File: config.mk
export PLATFORM = sky130hd
export DESIGN_NAME = adder4_sum_accumulator
export DESIGN_NICKNAME = d
export VERILOG_FILES = /design/src/rtl/adder4_sum_accumulator.sv
export SDC_FILE = /design/constraint.sdc
export NUM_CORES = 1
export LEC_CHECK = 0
export CAP_MARGIN = 0
export CORE_MARGIN = 5
export CORE_UTILIZATION = 55
export CTS_BUF_LIST = sky130_fd_sc_hd__clkbuf_16
export DETAILED_ROUTE_END_ITERATION = 10
export DONT_BUFFER_PORTS = 1
export PLACE_DENSITY = 0.73
export SETUP_SLACK_MARGIN = 0.15
export SYNTH_ARGS = -nofsm -noshare
export SYNTH_HDL_FRONTEND = slang
export SYNTH_SLANG_ARGS = --single-unit
File: constraint.sdc
create_clock -name clk -period 2.1 [get_ports clk]
set_input_delay 0.105 -clock clk [delete_from_list [all_inputs] [get_ports clk]]
set_output_delay 0.105 -clock clk [all_outputs]
set_load 0.005 [all_outputs]
File: src/rtl/adder4_sum_accumulator.sv
// rtl/adder4_sum_accumulator.sv - Frame accumulator for 4-bit adder sums (option: ADDER4_SUM_ACC_SAT_EN)
module adder4_sum_accumulator #(
    parameter int SUM_W = 5,
    parameter int ACC_W = 8,
    parameter int COUNT = 4
) (
    input  logic             clk,
    input  logic             rst_n,
    input  logic             clear,
    input  logic             in_valid,
    output logic             in_ready,
    input  logic [SUM_W-1:0] in_sum,
    output logic             out_valid,
    input  logic             out_ready,
    output logic [ACC_W-1:0] out_total,
    output logic             out_ovf
);

    localparam int CNT_W = (COUNT > 1) ? $clog2(COUNT + 1) : 1;
    localparam logic [CNT_W-1:0] LAST = CNT_W'(COUNT - 1);

    typedef enum logic {
        ST_ACC,
        ST_DONE
    } state_t;

    state_t           state_q, state_d;
    logic [ACC_W-1:0] acc_q, acc_d;
    logic [CNT_W-1:0] cnt_q, cnt_d;
    logic             ovf_q, ovf_d;
    logic [ACC_W-1:0] total_q, total_d;
    logic             tovf_q, tovf_d;

    logic [ACC_W:0]   wide_sum;
    logic [ACC_W-1:0] acc_next;
    logic             ovf_next;

    assign wide_sum = {1'b0, acc_q} + {{(ACC_W + 1 - SUM_W){1'b0}}, in_sum};
    assign ovf_next = ovf_q | wide_sum[ACC_W];

`ifdef ADDER4_SUM_ACC_SAT_EN
    // Once the frame has overflowed, acc is pinned at full scale for the rest of it.
    assign acc_next = ovf_next ? {ACC_W{1'b1}} : wide_sum[ACC_W-1:0];
`else
    assign acc_next = wide_sum[ACC_W-1:0];
`endif

    always_comb begin
        state_d = state_q;
        acc_d   = acc_q;
        cnt_d   = cnt_q;
        ovf_d   = ovf_q;
        total_d = total_q;
        tovf_d  = tovf_q;

        case (state_q)
            ST_ACC: begin
                if (in_valid) begin
                    acc_d = acc_next;
                    ovf_d = ovf_next;
                    cnt_d = cnt_q + CNT_W'(1);
                    if (cnt_q == LAST) begin
                        state_d = ST_DONE;
                        total_d = acc_next;
                        tovf_d  = ovf_next;
                    end
                end
            end
            ST_DONE: begin
                if (out_ready) begin
                    state_d = ST_ACC;
                    acc_d   = '0;
                    cnt_d   = '0;
                    ovf_d   = 1'b0;
                end
            end
            default: state_d = ST_ACC;
        endcase

        // Abort wins over both accept and output handshake.
        if (clear) begin
            state_d = ST_ACC;
            acc_d   = '0;
            cnt_d   = '0;
            ovf_d   = 1'b0;
        end
    end

    always_ff @(posedge clk) begin
        if (!rst_n) begin
            state_q <= ST_ACC;
            acc_q   <= '0;
            cnt_q   <= '0;
            ovf_q   <= 1'b0;
            total_q <= '0;
            tovf_q  <= 1'b0;
        end else begin
            state_q <= state_d;
            acc_q   <= acc_d;
            cnt_q   <= cnt_d;
            ovf_q   <= ovf_d;
            total_q <= total_d;
            tovf_q  <= tovf_d;
        end
    end

    assign in_ready  = (state_q == ST_ACC);
    assign out_valid = (state_q == ST_DONE);
    assign out_total = total_q;
    assign out_ovf   = tovf_q;

endmodule

; Word-level counts from Yosys, hierarchy flattened
; Cells that the tools add are included.
; W data, S select, Z words.
[op_classes]
n_addsub = 2
eq_ne = 3
mux = 13
bitwise_logic = 3
n_reduce_logical = 3
[op_table]
columns = cell, count
row1 = $mux W8, 2
row2 = $pmux W8 S2, 1
row3 = $add A8 B5 Y9, 1
row4 = $mux W3, 2
row5 = $pmux W3 S2, 1
row6 = $mux W1, 5
row7 = $ne A2 B2 Y1 const B, 2
row8 = $pmux W1 S2, 2
row9 = $add A3 B1 Y3 const B, 1
row10 = $eq A3 B2 Y1 const B, 1
row11 = $reduce_and A3 Y1, 1
row12 = $not A1 Y1, 2
row13 = $reduce_and A2 Y1, 1
row14 = $reduce_or A2 Y1, 1
row15 = $or A1 B1 Y1, 1
[totals]
ff_bits = 22
input_bits = 10
word_cells = 30

; Longest topological paths before layout
[logic_depth]
depth_word = 4
mapped_depth = 6
mapped_depth_nobuf = 6

; Worst setup path after synthesis
; OpenSTA, ideal clock, no wires.
[synth_timing]
path_kind = register -> register
startpoint = register acc_q[0]
endpoint = register acc_q[6]
setup_ps = 91
t_arrival_ps = 1813
t_required_ps = 2009
path_slack_ps = 196
path_stages_with_launch = 7
n_path_buf = 0
cell_sequence = dfxtp_1 ha_1 fa_1 a21o_1 a221o_1 a21o_1 a311oi_1
[synth_between]
elab_chain_cells = 3
[synth_lines]
columns = item, line_no
row1 = start: declaration, 28  ; logic [ACC_W-1:0] acc_q, acc_d;
row2 = start signal: assignment, 92  ; acc_q <= '0;
row3 = start signal: assignment, 99  ; acc_q <= acc_d;
row4 = $add A8 B5 Y9, 38  ; assign wide_sum = {1'b0, acc_q} + {{(ACC_W + 1 - SUM_W){1'b0}}, in_sum};
row5 = $mux W8, 58  ; if (in_valid) begin
row6 = $pmux W8 S2, 56  ; case (state_q)
; No other way between the ends. The select of a mux whose other input is x is not followed.
; A chain may end at the register's enable or synchronous reset.

; Worst setup path in the final report
; Same ends and word-level chain as after synthesis.

==> impl_summary.log <==
INFO  metric outcome = completed
INFO  metric ff2ff_path_depth = 6
INFO  metric post-route-min-period = 1.89 ns
INFO  metric slowest_delay = 0.35 ns
INFO  metric p_clk_share = 43.8%
INFO  metric crit_end = acc_q[6]
INFO  metric critical_path.most_common_cell = a21o_1
INFO  metric regToRegEndpoint = acc_q[6]
INFO  metric remaining_drc_errors = 0
INFO  metric power.share.switching = 22.2%
INFO  metric cp_num_cells = 6
INFO  metric core_region_area = 0.00196 sq mm
INFO  metric start_util = 58.0%
INFO  metric die-area = 0.00308 sq mm
INFO  metric drtPass1Iterations = 4
INFO  metric ioPinCount = 21
INFO  metric final_antenna_net_count = 0
INFO  metric antennaDiodeCount = 0
INFO  metric critPathArrivalTime = 2.06 ns
INFO  metric globalRoute.totalOverflow = 0
INFO  metric layout_net_count = 150
INFO  metric ctsRootBufferMaster = clkbuf_16
INFO  metric global_route.usage.total = 18.2%
INFO  metric flow.area_growth_from_synthesis = 14.5%
INFO  metric path_cells = ha_4 > fa_2 > a21o_1 > a221o_1 > a21o_1 > a311oi_2
INFO  metric synth_flop_cell = dfxtp_1
INFO  metric tightest_pin_transition = 0.661 ns
INFO  metric syn-mean-instance-area = 8.96 sq um
INFO  metric most_common_library_cell_in_the_layout_ignoring_fill_and_taps = dfxtp_1
INFO  metric cts_max_level = 1
INFO  metric post_route_cells_drive_above_1_share = 10.7%
INFO  metric power.ir.vdd_worst = 0.000384 V
INFO  metric timing.fmax = 529 MHz
INFO  metric die_width = 55.5 um
INFO  metric p_comb_share = 9.6%
INFO  metric insertion_delay = 0.25 ns
INFO  metric synth-edff-count = 0
INFO  metric hp-class = in -> reg
INFO  metric critPathRequiredTime = 2.27 ns
INFO  metric worst_path_max_delay_cell = fa_2
INFO  metric maximum_fanout_encountered_on_the_critical_timing_path = 3
INFO  metric worstSetupStartpoint = acc_q[0]
INFO  metric crit-reg2reg-launch = acc_q[0]
INFO  metric synthesis.area = 0.00114 sq mm
INFO  metric via_count = 968
INFO  metric reg2reg_slack = 0.21 ns
INFO  metric number_of_buffers_inserted_during_clock_tree_synthesis = 3
INFO  metric largest_net_degree_at_the_start_of_global_routing = 14
INFO  metric cellPowerDensity = 704 mW/mm^2
INFO  metric grt_antenna_before_repair = 0
INFO  metric port_buffers = 0
INFO  metric synth_async_sr_flop_share = 0%
INFO  metric cts.clk_slew.worst_paths = 0.06 ns
INFO  metric dp.final_hpwl = 1.83 mm
INFO  metric gpl.final_weighted_congestion = 0.841
INFO  metric final_hold_viol_count = 0
INFO  metric layout.core_utilization = 66.4%
INFO  metric drtIter0Drc = 26
INFO  metric die_h = 55.5 um
INFO  metric synth.ff_latch_count = 22
INFO  metric cts.sink_count = 22
INFO  metric finalClockSkew = 0.00350 ns
INFO  metric net-switching-power = 203 uW
INFO  metric power_leakage = 0.000525 uW
INFO  metric period_share = 90.0%
INFO  metric rsz_0062_raised_after_global_routing = no
INFO  metric cts_tree = built
INFO  metric grt_pass1_vias = 952
INFO  metric yosysWarnings = 0
INFO  metric synth_cells = 127
INFO  metric timing.slew.headroom = 55.9%
INFO  metric seqPwrFrac = 46.6%
INFO  metric timing.critical_path.from_type = flop
INFO  metric cellInternalPower = 713 uW
INFO  metric clk_path_buf_depth = 2
INFO  metric detail_route.vias_per_cell = 6.13
INFO  metric setup_viol_count_final = 0
INFO  metric timing_worst_setup_path_type = reg -> reg
INFO  metric finalWirelength = 2.71 mm
INFO  metric total_negative_slack_for_setup_checks = 0 ns
INFO  metric grt_pass1_wl = 4.44 mm
INFO  metric timing.critical_path.buf_inv = 0
INFO  metric fillCellCount = 183
INFO  metric layout_common_cells = dfxtp_1 (21), nand2_1 (12), nand3_1 (10)
INFO  metric slew_viol_final = 0
INFO  metric syn_nets = 145
INFO  metric wire_per_inst = 17.1 um
INFO  metric worst_setup_path_end_kind = flop
INFO  metric yosys.cell_types.count = 36
INFO  metric num_rows = 16
INFO  metric cp_top_family = compound AO/OA/AOI/OAI gates
INFO  metric max_cap_violations = 0
INFO  metric yosysSeqAreaShare = 38.7%
sequential cells by signal (all words and copies together), names as in the netlist:
register / cells
acc_q: 8
cnt_q: 3
out_ovf: 1
out_total: 8
out_valid: 1
ovf_q: 1
how the worst min path moves through the flow:
| stage | startpoint | to | slack, ns | cells past startpoint |
|---|---|---|---|---|
| 5_1_grt | rst_n | out_total[1] | 0.01 | 1 |
| 4_1_cts | rst_n | out_total[1] | 0.0006 | 1 |
| 6_report | rst_n | out_total[4] | 0.001 | 2 |
| 3_5_place_dp | rst_n | out_total[2] | 0.25 | 1 |
| 3_3_place_gp | rst_n | out_total[2] | 0.24 | 1 |
| 2_1_floorplan | rst_n | out_total[5] | 0.31 | 2 |
final cells by class:
class / instances / area (sq um) / area share, %
clock buffer: 3 / 75.1 / 5.76
timing repair buffer: 6 / 47.5 / 3.65
tap: 27 / 33.8 / 2.59
sequential: 22 / 442 / 33.9
inverter: 2 / 7.51 / 0.576
clock inverter: 1 / 3.75 / 0.288
multi-input combinational: 97 / 693 / 53.2
power by group through the flow:
stage               clock, uW  sequential (uW)  combinational (uW)
floorplan                   0              435                64.2
global placement            0              436                74.2
detailed placement          0              436                76.2
CTS                       410              427                83.1
global route              427              428                95.8
finish                    402              428                87.6
cell usage after synthesis, types with 2 or more instances:
master | n | share of area [%]
a211o_1 | 2 | 1.5
nand2_1 | 12 | 4.0
o21a_1 | 3 | 2.0
ha_1 | 7 | 7.7
nor2_1 | 8 | 2.6
or4_1 | 2 | 1.3
a21o_1 | 4 | 2.6
inv_1 | 2 | 0.66
a21boi_0 | 3 | 2.0
nand2b_1 | 2 | 1.1
buf_2 | 2 | 0.88
a21oi_1 | 8 | 3.5
and3_1 | 4 | 2.2
nand3_1 | 10 | 4.4
o21ai_0 | 4 | 1.8
nor2b_1 | 4 | 2.2
o2111ai_1 | 3 | 2.3
a22oi_1 | 3 | 2.0
clkbuf_1 | 4 | 1.3
dfxtp_1 | 22 | 39
xnor2_1 | 3 | 2.3
per-stage QoR:
stage,hold WS [ns],total power [uW],worst slack (ns),cells,instance area [sq um]
3_3_place_gp,0.243,510,0.158,149,1150
3_5_place_dp,0.246,512,0.0944,149,1150
6_report,0.00137,917,0.210,158,1300
2_1_floorplan,0.310,499,0.196,127,1140
5_1_grt,0.0132,950,0.117,158,1300
4_1_cts,0.000568,921,0.167,156,1280
metal layers:
| layer | up-vias | wire (um) | global-route usage [%] |
|---|---|---|---|
| li1 | 479 | - | - |
| met3 | 9 | 115 | 3.73 |
| met4 | 0 | 70 | 9.03 |
| met5 | - | 0 | 0 |
| met2 | 24 | 1310 | 31.6 |
| met1 | 456 | 1210 | 20.9 |
repair_timing:
action                     4_1_cts  5_1_grt
hold buffers                     1        0
buffers inserted                 2        2
gates resized for setup          5        1
hold endpoints to repair         5        0
setup endpoints to repair        1        2
pin swaps                        4        3
kinds of logic after synthesis:
logic type,Yosys count,share of synthesized area (%)
compound gates,40,26.1
xor+xnor,3,2.31
fa+ha+maj,8,9.46
buf+inv,8,2.86
flops,22,38.7
mux,1,0.880
simple gates,45,19.7
worst reg2reg max path, delay by kind of cell, from the launching register on:
family          cells  cell delay [ns]
flops               1             0.33
fa+ha+maj           2             0.52
compound gates      4             0.97
Note: power is estimated with default switching activity, not from simulation.
